File: config.mk
export PLATFORM = sky130hd
export DESIGN_NAME = imem_arbiter
export DESIGN_NICKNAME = d
export VERILOG_FILES = /design/src/rtl/imem_arbiter.sv
export SDC_FILE = /design/constraint.sdc
export NUM_CORES = 1
export LEC_CHECK = 0
export BUFFER_PORTS_ARGS = -buffer_cell sky130_fd_sc_hd__buf_4
export CAP_MARGIN = 20
export CORE_AREA = 4 4 94 96
export CTS_BUF_LIST = sky130_fd_sc_hd__clkbuf_16
export CTS_CLUSTER_DIAMETER = 200
export DETAILED_ROUTE_END_ITERATION = 12
export DIE_AREA = 0 0 98 100
export GPL_ROUTABILITY_DRIVEN = 0
export PLACE_DENSITY = 0.51
export REMOVE_ABC_BUFFERS = 1
export SLEW_MARGIN = 20
export SYNTH_ARGS = -nofsm -noshare
export SYNTH_HDL_FRONTEND = slang
export SYNTH_SLANG_ARGS = --single-unit
File: constraint.sdc
create_clock -name clk -period 2.72 [get_ports clk]
set_input_delay 0.544 -clock clk [delete_from_list [all_inputs] [get_ports clk]]
set_output_delay 0.544 -clock clk [all_outputs]
set_load 0.02 [all_outputs]
File: src/rtl/imem_arbiter.sv
// imem_arbiter: shares a single-port, 1-cycle-latency instruction memory between
// core fetch (F, read-only) and the boot/debug loader (L, read/write).
// During boot the loader owns the memory. Otherwise fetch has fixed priority,
// and a wait counter lets a starved loader win once after MAX_WAIT cycles.
// Optional feature macro: IMEM_ARB_WPROTECT_EN adds wp_i, which suppresses loader
// writes outside boot.
module imem_arbiter #(
  parameter int unsigned MEM_WORDS = 512,
  parameter int unsigned MAX_WAIT  = 4
) (
  input  logic                         clk,
  input  logic                         rst_n,
  input  logic                         boot_i,
`ifdef IMEM_ARB_WPROTECT_EN
  input  logic                         wp_i,
`endif
  input  logic                         f_req_i,
  input  logic [31:0]                  f_addr_i,
  output logic                         f_gnt_o,
  output logic                         f_rvalid_o,
  output logic [31:0]                  f_rdata_o,
  output logic                         f_err_o,
  input  logic                         l_req_i,
  input  logic                         l_we_i,
  input  logic [31:0]                  l_addr_i,
  input  logic [31:0]                  l_wdata_i,
  output logic                         l_gnt_o,
  output logic                         l_rvalid_o,
  output logic [31:0]                  l_rdata_o,
  output logic                         l_err_o,
  output logic                         m_en_o,
  output logic                         m_we_o,
  output logic [$clog2(MEM_WORDS)-1:0] m_addr_o,
  output logic [31:0]                  m_wdata_o,
  input  logic [31:0]                  m_rdata_i
);

  localparam int unsigned AW = $clog2(MEM_WORDS);
  localparam int unsigned WW = $clog2(MAX_WAIT + 1);

  typedef enum logic [1:0] {SrcNone, SrcF, SrcL} src_e;

  src_e          resp_src_q, resp_src_d;
  logic          resp_err_q, resp_err_d;
  logic          resp_we_q, resp_we_d;
  logic [WW-1:0] wait_cnt_q, wait_cnt_d;

  logic          wait_max;
  logic          acc;
  logic          acc_we;
  logic          acc_err;
  logic          wp_block;
  logic [31:0]   sel_addr;
  logic [31:0]   rdata_r;

  function automatic logic addr_bad(input logic [31:0] a);
    return (a[1:0] != 2'b00) || (a[31:2] >= 30'(MEM_WORDS));
  endfunction

  assign wait_max = (wait_cnt_q == WW'(MAX_WAIT));

  // Grant selection; gated by rst_n so every output is low while in reset.
  always_comb begin
    f_gnt_o = 1'b0;
    l_gnt_o = 1'b0;
    if (rst_n) begin
      if (boot_i) begin
        l_gnt_o = l_req_i;
      end else if (l_req_i && wait_max) begin
        l_gnt_o = 1'b1;
      end else if (f_req_i) begin
        f_gnt_o = 1'b1;
      end else begin
        l_gnt_o = l_req_i;
      end
    end
  end

`ifdef IMEM_ARB_WPROTECT_EN
  assign wp_block = wp_i & ~boot_i & l_gnt_o & l_we_i;
`else
  assign wp_block = 1'b0;
`endif

  // Decode the accepted access and drive the memory in the same cycle.
  always_comb begin
    acc       = f_gnt_o | l_gnt_o;
    sel_addr  = l_gnt_o ? l_addr_i : f_addr_i;
    acc_we    = l_gnt_o & l_we_i;
    // Fetch during boot can never be granted; kept as an error for safety.
    acc_err   = acc & (addr_bad(sel_addr) | (f_gnt_o & boot_i) | wp_block);
    m_en_o    = acc & ~acc_err;
    m_we_o    = m_en_o & acc_we;
    m_addr_o  = acc ? sel_addr[AW+1:2] : '0;
    m_wdata_o = (m_en_o && acc_we) ? l_wdata_i : 32'h0;
  end

  // Next-state for response tracking and the loader starvation counter.
  always_comb begin
    resp_src_d = l_gnt_o ? SrcL : (f_gnt_o ? SrcF : SrcNone);
    resp_err_d = acc_err;
    resp_we_d  = acc_we;
    if (l_req_i && !l_gnt_o) begin
      wait_cnt_d = wait_max ? wait_cnt_q : wait_cnt_q + WW'(1);
    end else begin
      wait_cnt_d = '0;
    end
  end

  // State registers; reset drops any response in flight.
  always_ff @(posedge clk or negedge rst_n) begin
    if (!rst_n) begin
      resp_src_q <= SrcNone;
      resp_err_q <= 1'b0;
      resp_we_q  <= 1'b0;
      wait_cnt_q <= '0;
    end else begin
      resp_src_q <= resp_src_d;
      resp_err_q <= resp_err_d;
      resp_we_q  <= resp_we_d;
      wait_cnt_q <= wait_cnt_d;
    end
  end

  // Route the response to its originator; writes and errors return zero data.
  always_comb begin
    rdata_r    = (resp_err_q || resp_we_q) ? 32'h0 : m_rdata_i;
    f_rvalid_o = (resp_src_q == SrcF);
    l_rvalid_o = (resp_src_q == SrcL);
    f_rdata_o  = f_rvalid_o ? rdata_r : 32'h0;
    l_rdata_o  = l_rvalid_o ? rdata_r : 32'h0;
    f_err_o    = f_rvalid_o & resp_err_q;
    l_err_o    = l_rvalid_o & resp_err_q;
  end

endmodule
Word-level counts from Yosys, hierarchy flattened
Cells that the tools add are included.
W data, S select, Z words.
{"block": "word_totals", "ff_bits": 7, "latch_bits": 0, "mem_bits_rw": 0, "rom_bits": 0, "inputBits": 134, "output_inout_bits": 113, "wordCells": 45, "mem_count": 0}
{"block": "classes", "add_sub_neg": 1, "mul": 0, "div_mod_pow": 0, "order_cmp": 1, "eq_ne": 4, "shifts": 0, "mux": 18, "bitwise_logic": 10, "n_reduce_logical": 7}
{"operator": "$mux W32", "n": 5}
{"operator": "$ge A30 B10 Y1 const B", "n": 1}
{"operator": "$mux W1", "n": 9}
{"operator": "$mux W9", "n": 1}
{"operator": "$and A1 B1 Y1", "n": 7}
{"operator": "$mux W3", "n": 2}
{"operator": "$add A3 B1 Y3 const B", "n": 1}
{"operator": "$eq A3 B3 Y1 const B", "n": 1}
{"operator": "$logic_and A1 B1 Y1", "n": 3}
{"operator": "$eq A2 B1 Y1 const B", "n": 1}
{"operator": "$eq A2 B2 Y1 const B", "n": 1}
{"operator": "$logic_or A1 B1 Y1", "n": 2}
{"operator": "$mux W2", "n": 1}
{"operator": "$ne A2 B2 Y1 const B", "n": 1}
{"operator": "$or A1 B1 Y1", "n": 2}
{"operator": "$reduce_bool A2 Y1", "n": 1}
{"operator": "$logic_not A1 Y1", "n": 1}
{"operator": "$not A1 Y1", "n": 1}

Longest topological paths before layout
{"block": "logic_depth", "word_depth": 14, "mapped_depth": 7, "ltp_nobuf": 7}

Least setup slack after synthesis
No wires, ideal clock.
{"block": "synth_timing", "path_kind": "register to output", "start": "register wait_cnt_q[0]", "end": "output port m_wdata_o[22]", "arrival_time_ps": 1784, "t_required_ps": 2176, "path_slack_ps": 392, "stages_incl_launch_ff": 8, "path_buffers": 1, "path_cell_list": "dfrtp_1 > inv_1 > ha_1 > nand2_2 > a21o_1 > nor4_4 > buf_6 > and2_1"}
{"block": "synth_via", "elab_chain_len": 14, "word_cells_on_any_way": 21, "cone_classes": "order compare (1); eq/ne (1); mux (8); bitwise (7); reduce/logical (4)"}
{"element": "start, declared", "line": "46", "text": "logic [WW-1:0] wait_cnt_q, wait_cnt_d;"}
{"element": "start signal, assigned", "line": "121", "text": "wait_cnt_q <= wait_cnt_d;"}
{"element": "$eq A3 B3 Y1 *", "line": "60", "text": "assign wait_max = (wait_cnt_q == WW'(MAX_WAIT));"}
{"element": "$logic_and A1 B1 Y1 *", "line": "69", "text": "end else if (l_req_i && wait_max) begin"}
{"element": "$mux W1", "line": "69"}
{"element": "$mux W1", "line": "67", "text": "if (boot_i) begin"}
{"element": "$mux W1", "line": "66", "text": "if (rst_n) begin"}
{"element": "$mux W32", "line": "88", "text": "sel_addr = l_gnt_o ? l_addr_i : f_addr_i;"}
{"element": "$ge A30 B10 Y1 or $reduce_bool A2 Y1 (tied branches)", "line": "57", "text": "return (a[1:0] != 2'b00) || (a[31:2] >= 30'(MEM_WORDS));"}
{"element": "$logic_or A1 B1 Y1", "line": "57"}
{"element": "$or A1 B1 Y1", "line": "91", "text": "acc_err = acc & (addr_bad(sel_addr) | (f_gnt_o & boot_i) | wp_block);"}
{"element": "$and A1 B1 Y1", "line": "91"}
{"element": "$not A1 Y1", "line": "92", "text": "m_en_o = acc & ~acc_err;"}
{"element": "$and A1 B1 Y1", "line": "92"}
{"element": "$logic_and A1 B1 Y1 *", "line": "95", "text": "m_wdata_o = (m_en_o && acc_we) ? l_wdata_i : 32'h0;"}
{"element": "$mux W32 *", "line": "95"}
{"element": "end, declared", "line": "34", "text": "output logic [31:0] m_wdata_o,"}
Mark *: on every way between the ends. The rest lies on a longest branch, timed or not.

Final worst setup path
{"block": "layout_timing", "start": "register wait_cnt_q[0]", "end": "output port m_en_o"}
{"block": "layout_via", "elab_chain_len": 12, "word_cells_on_any_way": 18, "cone_classes": "order compare (1); eq/ne (1); mux (7); bitwise (6); reduce/logical (3)"}
{"element": "$eq A3 B3 Y1 *", "line": "60"}
{"element": "$logic_and A1 B1 Y1 *", "line": "69"}
{"element": "$mux W1", "line": "69"}
{"element": "$mux W1", "line": "67"}
{"element": "$mux W1", "line": "66"}
{"element": "$mux W32", "line": "88"}
{"element": "$ge A30 B10 Y1 or $reduce_bool A2 Y1 (tied branches)", "line": "57"}
{"element": "$logic_or A1 B1 Y1", "line": "57"}
{"element": "$or A1 B1 Y1", "line": "91"}
{"element": "$and A1 B1 Y1", "line": "91"}
{"element": "$not A1 Y1", "line": "92"}
{"element": "$and A1 B1 Y1 *", "line": "92"}
{"element": "end, declared", "line": "31", "text": "output logic m_en_o,"}
Marked as above.

==> impl_metrics.py <==
metrics = {
    "run_status": {
        "status": "finished, final reports clean",
    },
    "yosys": {
        "syn-instance-count": 192,
        "ys_seq_area_frac": 0.138,
        "avgSynthCellArea_um2": 6.59,
        "synth.ff_latch_count": 7,
        "post_synth_num_cell_types": 26,
        "yosysWarningCount": 0,
        "synthesis.area_um2": 1270,
    },
    "floorplanning": {
        "core_area_um2": 8050,
        "die_h_um": 100,
        "row_count": 33,
        "io_pins": 247,
        "start_util": 0.157,
        "die_w_um": 98,
        "die-area_um2": 9800,
    },
    "routing": {
        "viasPerCell": 4.04,
        "drt_wl_total_um": 7440,
        "num_vias": 2196,
        "antenna_left": 0,
        "wl_per_cell_um": 13.7,
        "drc": 0,
        "drt_iter0_drc": 30,
        "first_pass_iters": 4,
    },
    "timing": {
        "fin_crit_sh": 0.927,
        "setup_viol": 0,
        "slew_viol_final": 0,
        "worst_pin_slew_ns": 0.466,
        "fin_tns_setup_ns": 0,
        "fin_skew_ns": 0.000597,
        "max-slew-margin-rel": 0.688,
        "min_period_ns": 2.52,
        "hold_viol": 0,
        "rsz0062_at_grt": "false",
        "max_freq_mhz": 396,
    },
    "worst_setup_path": {
        "reg2reg_depth": 6,
        "worstReg2RegEnd": "resp_err_q",
        "cp_slowest_cell": "or3_1",
        "worstPathRequired_ns": 2.18,
        "slowest_delay_ns": 0.42,
        "end_kind": "output port",
        "crit_path_cell_trace": "inv_1, ha_2, nand2_2, a21o_1, or3_1, a21oi_1, buf_4",
        "arrival_ns": 1.98,
        "endpoint": "m_en_o",
        "timing.rr.start": "wait_cnt_q[0]",
        "rrSetupSlack_ns": 0.97,
        "path_class": "reg2out",
        "crit_path_start": "wait_cnt_q[0]",
        "cp-start-kind": "flip-flop",
        "cp_max_fo": 6,
    },
    "grt": {
        "antenna_found_initial": 0,
        "grt_pass1_vias": 2241,
        "grt-ovfl-total": 0,
        "grt_max_degree": 34,
        "grt_pass1_wl_um": 10900,
        "grt_use_total": 0.136,
    },
    "pwr": {
        "netSwitchingPower_uw": 190,
        "p_int_uw": 499,
        "p_leak_nw": 1.87,
        "ir_worst_vdd_v": 0.000139,
        "powerDensity_nw_per_um2": 207,
        "switching_share": 0.276,
        "p_seq_frac": 0.170,
        "power_frac_comb": 0.480,
        "p_clk_frac": 0.350,
    },
    "cts": {
        "h-tree-depth": 1,
        "cts_tree": "yes",
        "clock_latency_ns": 0.23,
        "cts_sinks": 7,
        "cts.reportedPaths.clkPinSlew_ns": 0.03,
        "cts_made_buffers": 3,
        "cts_root_buf": "clkbuf_16",
        "clk_path_buf_depth": 2,
    },
    "final_layout": {
        "area_delta_synth_final_pct": 164,
        "fin_util": 0.414,
        "drive_above_1_share": 0.596,
        "final_cell_mix": "buf_4, and2_1, nand2_1, a21oi_1, nor4_1",
        "layout.nets": 575,
        "final_common_cell": "buf_4",
        "antennaDiodeCount": 0,
    },
    "run": {
        "drv_cap": 0,
    },
    "place": {
        "dpl.hpwl_um": 6760,
        "port_buffers": 246,
    },
    "min_path": {
        "hold_class": "in2async",
    },
}
cell type report:
type / instances / area (um^2)
Inverter: 4 / 15.0
Tap cell: 105 / 131
Timing Repair Buffer: 253 / 1910
Multi-Input combinational cell: 170 / 1020
Fill cell: 830 / 4710
Sequential cell: 7 / 175
Clock inverter: 1 / 3.75
Clock buffer: 3 / 75.1
critical path: cells and delay by family, from the launching register on:
kind | cells | cell delay, ns
buffers and inverters | 2 | 0.23
and+or+nand+nor | 2 | 0.51
AOI/OAI and AO/OA | 2 | 0.40
DFF | 1 | 0.39
adders and majority gates | 1 | 0.23
Yosys cell counts, drive strengths merged:
| library cell | n | area (um^2) |
|---|---|---|
| and2 | 98 | 613 |
| a21oi | 11 | 55.1 |
| a21o | 1 | 7.51 |
| nor3 | 3 | 15.0 |
| nor3b | 2 | 15.0 |
| clkbuf | 7 | 26.3 |
| nor2 | 4 | 15.0 |
| nand2 | 25 | 96.4 |
| nand3 | 1 | 5.00 |
| or3 | 1 | 6.26 |
| clkinv | 1 | 3.75 |
| inv | 3 | 11.3 |
| nor4 | 11 | 83.8 |
| a31oi | 2 | 12.5 |
| buf | 4 | 37.5 |
| nand4 | 2 | 12.5 |
| dfrtp | 7 | 175 |
| and3b | 1 | 8.76 |
| ha | 2 | 25.0 |
| xnor2 | 1 | 8.76 |
| nor2b | 3 | 18.8 |
| o21ai | 1 | 5.00 |
| and4 | 1 | 8.76 |
cells by family after synthesis:
logic type,share of synthesized area
compound gates,0.0632
xor+xnor,0.00692
fa+ha+maj,0.0198
buf+inv,0.0622
flops,0.138
simple gates,0.709
state kept, by name, indices dropped and copies added, names as in the netlist:
signal      flops
resp_src_q      2
wait_cnt_q      3
resp_err_q      1
resp_we_q       1
stage by stage:
stage          cell area (um^2)  hold WS (ns)  worst slack, ns  std cells  total power [mW]
6_report                   3340         0.132            0.198        543             0.690
5_1_grt                    3340         0.135           0.0268        543             0.734
4_1_cts                    3330         0.133           0.0179        543             0.697
3_5_place_dp               3260         0.373            0.252        539             0.452
3_3_place_gp               3260         0.374            0.219        539             0.450
2_1_floorplan              1200         0.248           -0.135        181             0.225
per-layer routing:
layer,part of all wire,up-vias,global-route usage
met5,0,-,0
met4,0.0034,0,0.0277
met1,0.30,930,0.122
li1,-,1108,-
met3,0.13,2,0.0500
met2,0.57,156,0.286
what timing repair did:
item | 4_1_cts | 5_1_grt
endpoints found under the setup margin | 0 | 41
buffers inserted | 0 | 0
gates resized for setup | 0 | 1
hold buffers | 0 | 0
power by group through the flow:
stage / Sequential [mW] / Clock, mW / Combinational, mW
2_1_floorplan: 0.117 / 0 / 0.108
3_3_place_gp: 0.119 / 0 / 0.331
3_5_place_dp: 0.119 / 0 / 0.333
4_1_cts: 0.117 / 0.245 / 0.334
5_1_grt: 0.119 / 0.255 / 0.360
6_report: 0.117 / 0.242 / 0.331
worst min path at each step:
stage / startpoint / endpoint / slack [ns]
detailed placement: rst_n / wait_cnt_q[2] / 0.37
global placement: rst_n / wait_cnt_q[2] / 0.37
CTS: rst_n / wait_cnt_q[2] / 0.13
global route: rst_n / resp_src_q[0] / 0.13
floorplan: rst_n / resp_err_q / 0.25
finish: rst_n / wait_cnt_q[2] / 0.13
Note: power is estimated with default switching activity, not from simulation.
